--- config.mk ---
export PLATFORM = sky130hd
export DESIGN_NAME = led_bank_ctrl
export DESIGN_NICKNAME = d
export VERILOG_FILES = /design/src/rtl/led_bank_ctrl.sv
export SDC_FILE = /design/constraint.sdc
export NUM_CORES = 1
export LEC_CHECK = 0
export ABC_CLOCK_PERIOD_IN_PS = 5100
export CAP_MARGIN = 20
export CELL_PAD_IN_SITES_DETAIL_PLACEMENT = 0
export CELL_PAD_IN_SITES_GLOBAL_PLACEMENT = 2
export CORE_MARGIN = 1.5
export CORE_UTILIZATION = 32
export DETAILED_ROUTE_END_ITERATION = 8
export GPL_TIMING_DRIVEN = 0
export PLACE_DENSITY_LB_ADDON = 0.1
export SYNTH_ARGS = -nofsm -noshare
export SYNTH_HDL_FRONTEND = slang
export SYNTH_SLANG_ARGS = --single-unit
--- constraint.sdc ---
create_clock -name clk_i -period 5.1 [get_ports clk_i]
set_clock_uncertainty 0.05 [all_clocks]
set_input_delay 1.53 -clock clk_i [delete_from_list [all_inputs] [get_ports clk_i]]
set_output_delay 1.53 -clock clk_i [all_outputs]
set_load 0.005 [all_outputs]
--- src/rtl/led_bank_ctrl.sv ---
// rtl/led_bank_ctrl.sv - pattern sequencer for a bank of disable-gated LED flip-flop cells
//
// Ports:
//   clk_i          clock shared with the LED cell bank
//   rst_i          synchronous active-high reset
//   cfg_valid_i    configuration request valid
//   cfg_ready_o    configuration accepted when valid and ready are both high
//   cfg_mode_i     00 static, 01 blink, 10 rotate, 11 bounce
//   cfg_pattern_i  initial / base pattern
//   cfg_period_i   tick period in clocks minus one
//   stop_i         clear all LEDs and return to idle
//   led_dis_o      per-cell disable (1 = cell holds its value)
//   led_d_o        per-cell data
//   led_state_o    shadow copy of the bank contents
//   busy_o         high whenever the controller is not idle
module led_bank_ctrl #(
  parameter int NUM_LEDS     = 8,
  parameter int PERIOD_WIDTH = 8
) (
  input  logic                    clk_i,
  input  logic                    rst_i,
  input  logic                    cfg_valid_i,
  output logic                    cfg_ready_o,
  input  logic [1:0]              cfg_mode_i,
  input  logic [NUM_LEDS-1:0]     cfg_pattern_i,
  input  logic [PERIOD_WIDTH-1:0] cfg_period_i,
  input  logic                    stop_i,
  output logic [NUM_LEDS-1:0]     led_dis_o,
  output logic [NUM_LEDS-1:0]     led_d_o,
  output logic [NUM_LEDS-1:0]     led_state_o,
  output logic                    busy_o
);

  localparam logic [1:0] ST_CLEAR = 2'd0;
  localparam logic [1:0] ST_IDLE  = 2'd1;
  localparam logic [1:0] ST_LOAD  = 2'd2;
  localparam logic [1:0] ST_RUN   = 2'd3;

  localparam logic [1:0] MODE_STATIC = 2'b00;
  localparam logic [1:0] MODE_BLINK  = 2'b01;
  localparam logic [1:0] MODE_ROTATE = 2'b10;

  localparam logic DIR_LEFT  = 1'b0;
  localparam logic DIR_RIGHT = 1'b1;

  logic [1:0]              state_q, state_d;
  logic [NUM_LEDS-1:0]     cur_q, cur_d;
  logic [PERIOD_WIDTH-1:0] cnt_q, cnt_d;
  logic                    phase_q, phase_d;
  logic                    dir_q, dir_d;
  logic [1:0]              mode_q, mode_d;
  logic [NUM_LEDS-1:0]     pat_q, pat_d;
  logic [PERIOD_WIDTH-1:0] per_q, per_d;

  logic                    wr;
  logic [NUM_LEDS-1:0]     nxt;
  logic                    tick;
  logic [NUM_LEDS-1:0]     run_next;
  logic                    run_phase;
  logic                    run_dir;

  // Next pattern for a RUN tick; depends only on registered state so the
  // cell-facing outputs never see an input combinationally.
  always_comb begin
    run_next  = cur_q;
    run_phase = phase_q;
    run_dir   = dir_q;
    unique case (mode_q)
      MODE_STATIC: run_next = cur_q;
      MODE_BLINK: begin
        run_phase = ~phase_q;
        run_next  = run_phase ? pat_q : '0;
      end
      MODE_ROTATE: run_next = {cur_q[NUM_LEDS-2:0], cur_q[NUM_LEDS-1]};
      default: begin
        if (dir_q == DIR_LEFT) begin
          if (cur_q[NUM_LEDS-1]) begin
            run_dir  = DIR_RIGHT;
            run_next = cur_q >> 1;
          end else begin
            run_next = cur_q << 1;
          end
        end else begin
          if (cur_q[0]) begin
            run_dir  = DIR_LEFT;
            run_next = cur_q << 1;
          end else begin
            run_next = cur_q >> 1;
          end
        end
      end
    endcase
  end

  always_comb begin
    state_d     = state_q;
    cur_d       = cur_q;
    cnt_d       = cnt_q;
    phase_d     = phase_q;
    dir_d       = dir_q;
    mode_d      = mode_q;
    pat_d       = pat_q;
    per_d       = per_q;
    cfg_ready_o = 1'b0;
    wr          = 1'b0;
    nxt         = cur_q;
    tick        = (cnt_q == per_q);

    unique case (state_q)
      ST_CLEAR: begin
        cur_d   = '0;
        state_d = ST_IDLE;
      end
      ST_IDLE: begin
        cfg_ready_o = ~stop_i;
        if (cfg_valid_i && !stop_i) begin
          mode_d  = cfg_mode_i;
          pat_d   = cfg_pattern_i;
          per_d   = cfg_period_i;
          state_d = ST_LOAD;
        end
      end
      ST_LOAD: begin
        wr      = 1'b1;
        nxt     = pat_q;
        cur_d   = pat_q;
        cnt_d   = '0;
        phase_d = 1'b1;
        dir_d   = DIR_LEFT;
        state_d = ST_RUN;
      end
      default: begin
        cfg_ready_o = ~stop_i;
        // The tick is taken even when stop or a new config arrives this cycle.
        if (tick) begin
          cnt_d   = '0;
          wr      = 1'b1;
          nxt     = run_next;
          cur_d   = run_next;
          phase_d = run_phase;
          dir_d   = run_dir;
        end else begin
          cnt_d = cnt_q + PERIOD_WIDTH'(1);
        end
        if (stop_i) begin
          state_d = ST_CLEAR;
        end else if (cfg_valid_i) begin
          mode_d  = cfg_mode_i;
          pat_d   = cfg_pattern_i;
          per_d   = cfg_period_i;
          state_d = ST_LOAD;
        end
      end
    endcase
  end

  // Only bits that change are written; CLEAR forces every cell to zero
  // because the cells themselves have no reset.
  always_comb begin
    if (state_q == ST_CLEAR) begin
      led_dis_o = '0;
      led_d_o   = '0;
    end else if (wr) begin
      led_dis_o = ~(nxt ^ cur_q);
      led_d_o   = nxt;
    end else begin
      led_dis_o = '1;
      led_d_o   = cur_q;
    end
  end

  assign led_state_o = cur_q;
  assign busy_o      = (state_q != ST_IDLE);

  always_ff @(posedge clk_i) begin
    if (rst_i) begin
      state_q <= ST_CLEAR;
      cur_q   <= '0;
      cnt_q   <= '0;
      phase_q <= 1'b0;
      dir_q   <= DIR_LEFT;
      mode_q  <= '0;
      pat_q   <= '0;
      per_q   <= '0;
    end else begin
      state_q <= state_d;
      cur_q   <= cur_d;
      cnt_q   <= cnt_d;
      phase_q <= phase_d;
      dir_q   <= dir_d;
      mode_q  <= mode_d;
      pat_q   <= pat_d;
      per_q   <= per_d;
    end
  end

endmodule
==> results of run 1 <==
==> area by class of cell <==
class | instances | area, sq um
Multi-Input combinational cell | 264 | 1650
Clock inverter | 1 | 30.0
Buffer | 27 | 129
Inverter | 15 | 60.1
Fill cell | 835 | 4500
Sequential cell | 38 | 761
Clock buffer | 6 | 82.6
Timing Repair Buffer | 47 | 470
Tap cell | 102 | 128
==> flip-flops by register name (all words and copies together), names as in the netlist <==
signal	cells
led_state_o	8
state_q	2
dir_q	1
phase_q	1
mode_q	2
cnt_q	8
per_q	8
pat_q	8
==> cells by family (layout without fill, tap and decap cells) <==
logic type,count (synthesis),in the layout,synth area share (%)
multiplexers,4,4,1.64
buffers and inverters,42,96,7.13
AO/OA/AOI/OAI,113,113,29.9
flip-flops,38,38,29.3
AND/OR/NAND/NOR,127,127,24.0
adder cells (fa/ha/maj),5,5,2.41
XOR/XNOR,15,15,5.64
==> synthesized netlist by cell type, types with 5 or more instances <==
library cell | count | share of area, %
o21ai_0 | 15 | 2.9
xor2_1 | 6 | 2.0
nand2_1 | 53 | 7.7
nor2_1 | 26 | 3.8
and3_1 | 5 | 1.2
a221oi_1 | 5 | 1.7
nand4_1 | 6 | 1.4
inv_1 | 14 | 2.0
clkbuf_1 | 17 | 2.5
a31oi_1 | 6 | 1.4
ha_1 | 5 | 2.4
a211oi_1 | 7 | 2.0
dfxtp_1 | 38 | 29
xnor2_1 | 7 | 2.4
nor3_1 | 12 | 2.3
a21oi_1 | 33 | 6.4
==> per-stage QoR <==
step                setup slack, ps  std cells
finish                          344        500
CTS                             338        500
global placement                663        493
detailed placement              674        493
global route                   12.9        500
floorplan                      1570        344
==> routing by layer <==
layer	GRT usage [%]	wire length (um)
met5	0	0
met4	7.95	167
met2	31.0	3730
met1	27.6	4040
met3	3.01	395
==> worst max-delay path: cells and delay by family, from the launching register on <==
family,cells,cell delay [ps]
DFF,1,390
buffers and inverters,3,1330
AOI/OAI and AO/OA,4,980
adders and majority gates,1,180
==> where the power goes <==
part           leakage (nW)  internal [mW]  switching [mW]
registers             0.309          0.346          0.0609
clock network        0.0573          0.157           0.114
logic                 0.805          0.395           0.538
==> worst max-delay path by stage <==
stage	endpoint	depth (start not counted)	startpoint
after global routing	led_dis_o[1]	8	state_q[0]
after CTS	led_dis_o[1]	9	state_q[0]
after floorplan	led_dis_o[4]	7	led_state_o[7]
final	led_dis_o[1]	8	state_q[0]
after detailed placement	led_dis_o[1]	9	state_q[0]
after global placement	led_dis_o[1]	9	state_q[0]
==> key figures, run 1 <==
Cells and area
  • Post-Route Utilization: 42.4%
  • Layout cells sized above 1: 9.30%
  • Most frequent cells in the layout: nand2_1, clkdlybuf4s50_1, dfxtp_1, a21oi_1, nor2_1
  • Layout area overhead: 27.5%
  • Number of diodes: 0
  • Final instance area: 3310 sq um
  • # nets final: 425
  • Most common cell after layout, fill and taps aside: nand2_1

Setup path
  • R2R Setup Slk: 2620 ps
  • CP dominant cell by count: o21ai_0
  • Critical Path RT: 3520 ps
  • Worst Setup Start Kind: register
  • Crit end category: primary output
  • CP Class: reg -> out
  • Reg2reg path depth: 8
  • Worst EP arrival: 3180 ps
  • Crit-path cells: ha_1 -> clkbuf_1 -> clkinvlp_4 -> o32ai_1 -> o21ai_0 -> o21ai_0 -> a21oi_1 -> clkdlybuf4s50_1
  • Slowest stage delay, CP: 500 ps
  • Worst R2R Start: state_q[0]
  • Worst path slowest cell: o32ai_1
  • Reg2reg end: pat_q[3]
  • CP Max Fanout: 10

Yosys
  • Post-synthesis sequential area ratio: 29.3%
  • Yosys warnings: 0
  • Syn nets: 371
  • Synth Cell Area: 2600 sq um
  • Mapped Avg Cell Area: 7.55 sq um
  • Synth Instances: 344
  • Yosys cell types: 63
  • Ys flop type: dfxtp_1
  • Post-synth EDFFs: 0
  • FFs w/ async S/R, synth: 0%
  • Count of state elements after synthesis: 38

Global route
  • Largest net degree at the start of global routing: 12
  • Global-route wire length before repair: 13.4 mm
  • Initial antenna violation count: 0
  • Gr usage total: 20.0%
  • Gr ovfl total: 0
  • Vias in the first global route: 2452

CTS
  • H-tree levels: 2
  • Clock buffer depth: 2
  • Hold_buf cts: 0
  • CTS tree: done
  • CTS Sinks: 38
  • Setup Buffers After CTS: 0
  • Clock insertion delay at the later pin of the skew report: 300 ps
  • Root Buffer: clkbuf_8
  • Post-cts repair resize count: 0
  • CTS Buf Count: 5
  • CTS clk-pin slew, worst paths: 80 ps

Timing
  • Hold WS: 427 ps
  • Hold Violations, Final: 0
  • Fmax: 210 MHz
  • Fin crit share: 93.2%
  • Final worst path period need: 4760 ps
  • RSZ-0062 raised after global routing: false
  • Worst Tran Pin Value: 717 ps
  • Relative slew slack: 52.0%
  • Max-slew violation count: 0
  • Setup TNS: 0 ps
  • Final setup viols: 0

Pwr
  • Total power: 1.61 mW
  • Pwr dens: 487 nW/um^2
  • Leak: 1.17 nW
  • Max VDD drop: 0.180 mV

Die
  • Die W: 93.1 um
  • Die Y: 93.1 um
  • Die ar.: 8670 sq um
  • Initial Util: 33.3%
  • FP Rows: 32
  • Num ports: 48
  • Core ar.: 7810 sq um

Detailed routing
  • Number of antenna-violating nets in the routed design: 0
  • DR pass1 iterations: 4
  • WL/cell: 16.7 um
  • DRC errors left: 0
  • Via-per-instance ratio: 5.44
  • Initial DRC count: 178
  • DRT Wirelength: 8.33 mm
  • Vias: 2719

Placed design
  • Post-DP Area: 3200 sq um
  • Final Wtd Congestion: 0.915
  • I/O Buffers: 47
  • Hpwl dp: 6.16 mm

Hold path
  • WHS Endpoint: per_q[0]
  • Hold Path Stages: 2
  • HP Class: reg -> reg
  • Hold_sp: per_q[0]

Status
  • Run status: complete, no violations

Job
  • Total of max-cap violations: 0
Note: power is estimated with default switching activity, not from simulation.
==> inputs of run 2 (changes only) <==
- CORE_ASPECT_RATIO: default -> 1.5
==> run 2 against run 1 <==
  * Largest cell class unchanged
  * First-iteration DRC count down 5.6%
  * Critical endpoint unchanged
  * Die area rose by 0.13%
  * Highest routed layer unchanged
  * Sequential power about the same
  * Via count grew 1.0%
==> key figures, run 2 (synthesized netlist as in run 1, its figures left out) <==
Status
  • Run status: complete, no violations

Global route
  • Gr ovfl total: 0
  • Initial antenna violation count: 0
  • Largest net degree at the start of global routing: 12
  • Gr usage total: 21.3%
  • Global-route wire length before repair: 14.2 mm
  • Vias in the first global route: 2661

Detailed routing
  • DRC errors left: 0
  • WL/cell: 17.3 um
  • DRT Wirelength: 8.70 mm
  • Number of antenna-violating nets in the routed design: 0
  • Via-per-instance ratio: 5.45
  • Initial DRC count: 168
  • Vias: 2747
  • DR pass1 iterations: 4

Die
  • Die ar.: 8680 sq um
  • Num ports: 48
  • Die Y: 113 um
  • FP Rows: 40
  • Core ar.: 7960 sq um
  • Initial Util: 32.6%
  • Die W: 76.6 um

Cells and area
  • Most common cell after layout, fill and taps aside: nand2_1
  • Number of diodes: 0
  • Layout cells sized above 1: 9.02%
  • Most frequent cells in the layout: nand2_1, clkdlybuf4s50_1, dfxtp_1, a21oi_1, nor2_1
  • Finished Layout Cells: 504
  • # nets final: 425
  • Final instance area: 3350 sq um
  • Layout area overhead: 28.9%

Timing
  • Final worst path period need: 4800 ps
  • Relative slew slack: 52.3%
  • Fin crit share: 94.1%
  • Hold Violations, Final: 0
  • Fmax: 208 MHz
  • Setup TNS: 0 ps
  • Worst Tran Pin Value: 712 ps
  • Max-slew violation count: 0
  • RSZ-0062 raised after global routing: false
  • Setup WS post-layout: 299 ps
  • Final setup viols: 0

Pwr
  • Leak: 1.19 nW
  • Pwr dens: 500 nW/um^2
  • Total power: 1.67 mW
  • Max VDD drop: 0.222 mV

Setup path
  • Worst Setup Start Kind: register
  • Worst EP arrival: 3220 ps
  • Critical Path RT: 3520 ps
  • Crit end category: primary output
  • CP Class: reg -> out
  • CP Max Fanout: 10

CTS
  • CTS Buf Count: 5
  • H-tree levels: 2
  • Hold_buf cts: 0
  • CTS Sinks: 38
  • Clock insertion delay at the later pin of the skew report: 290 ps
  • Post-cts repair resize count: 0
  • CTS tree: done
  • Clock buffer depth: 2
  • Root Buffer: clkbuf_16
  • Setup Buffers After CTS: 0
  • CTS clk-pin slew, worst paths: 70 ps

Hold path
  • HP Class: reg -> reg

Placed design
  • Hpwl dp: 6.54 mm
  • Final Wtd Congestion: 0.840
  • Post-DP Area: 3200 sq um
  • I/O Buffers: 47
  • Place WS: 662 ps
  • Dpl cells: 496

Job
  • Total of max-cap violations: 0
-- run 2: cell types whose count changed in the layout (fill, tap and decap cells not counted) --
cell,change
clkbuf_16,+5
clkbuf_8,-5
bufinv_16,-1
clkbuf_1,+1
clkinv_1,+1
clkinv_2,+1
clkinvlp_4,-1
-- run 2: worst paths after layout --
path / startpoint / endpoint / slack, ps / cells after the start
worst min register to register: per_q[6] / per_q[6] / 420 / 2
worst min-delay path: per_q[6] / per_q[6] / 420 / 2
worst max-delay path: state_q[0] / led_dis_o[1] / 300 / 9
worst max register to register: state_q[0] / per_q[7] / 2610 / 8
-- run 2: per-layer routing --
layer  up-vias  track usage (%)  part of all wire, %
li1       1356                -                    -
met5         -                0                    0
met1      1282             23.9                   40
met2        86             39.4                   52
met3        23             2.74                  3.8
met4         0             10.0                  3.7
-- run 2: area by class of cell --
class	count	area [sq um]
Buffer	27	129
Timing Repair Buffer	47	470
Tap cell	105	131
Sequential cell	38	761
Clock buffer	7	143
Clock inverter	1	5.00
Fill cell	863	4610
Inverter	15	56.3
Multi-Input combinational cell	264	1650
-- run 2: through the flow --
stage	utilization (%)	hold slack [ps]
after CTS	42.1	424
after global routing	42.1	434
after detailed placement	40.2	416
after floorplan	-	399
after global placement	40.2	416
final	42.1	422
-- run 2: critical path: stages, from the launching register on --
cell and delay [ps]:
dfxtp_1 390, ha_1 190, clkbuf_1 420, clkinv_1 440
nor2_1 240, a31oi_1 200, or3b_1 420, o21ai_0 80
a21oi_1 80, clkdlybuf4s50_1 460
-- run 2: power by group --
part           total, mW  internal (mW)  switching (mW)
Sequential         0.409          0.347          0.0621
Clock              0.326          0.194           0.132
Combinational      0.937          0.396           0.542
==> inputs of run 3 (changes only) <==
- TNS_END_PERCENT: default -> 30
==> results of run 3 <==
Same layout as run 2: the final DEF is identical, and so are final timing and power.
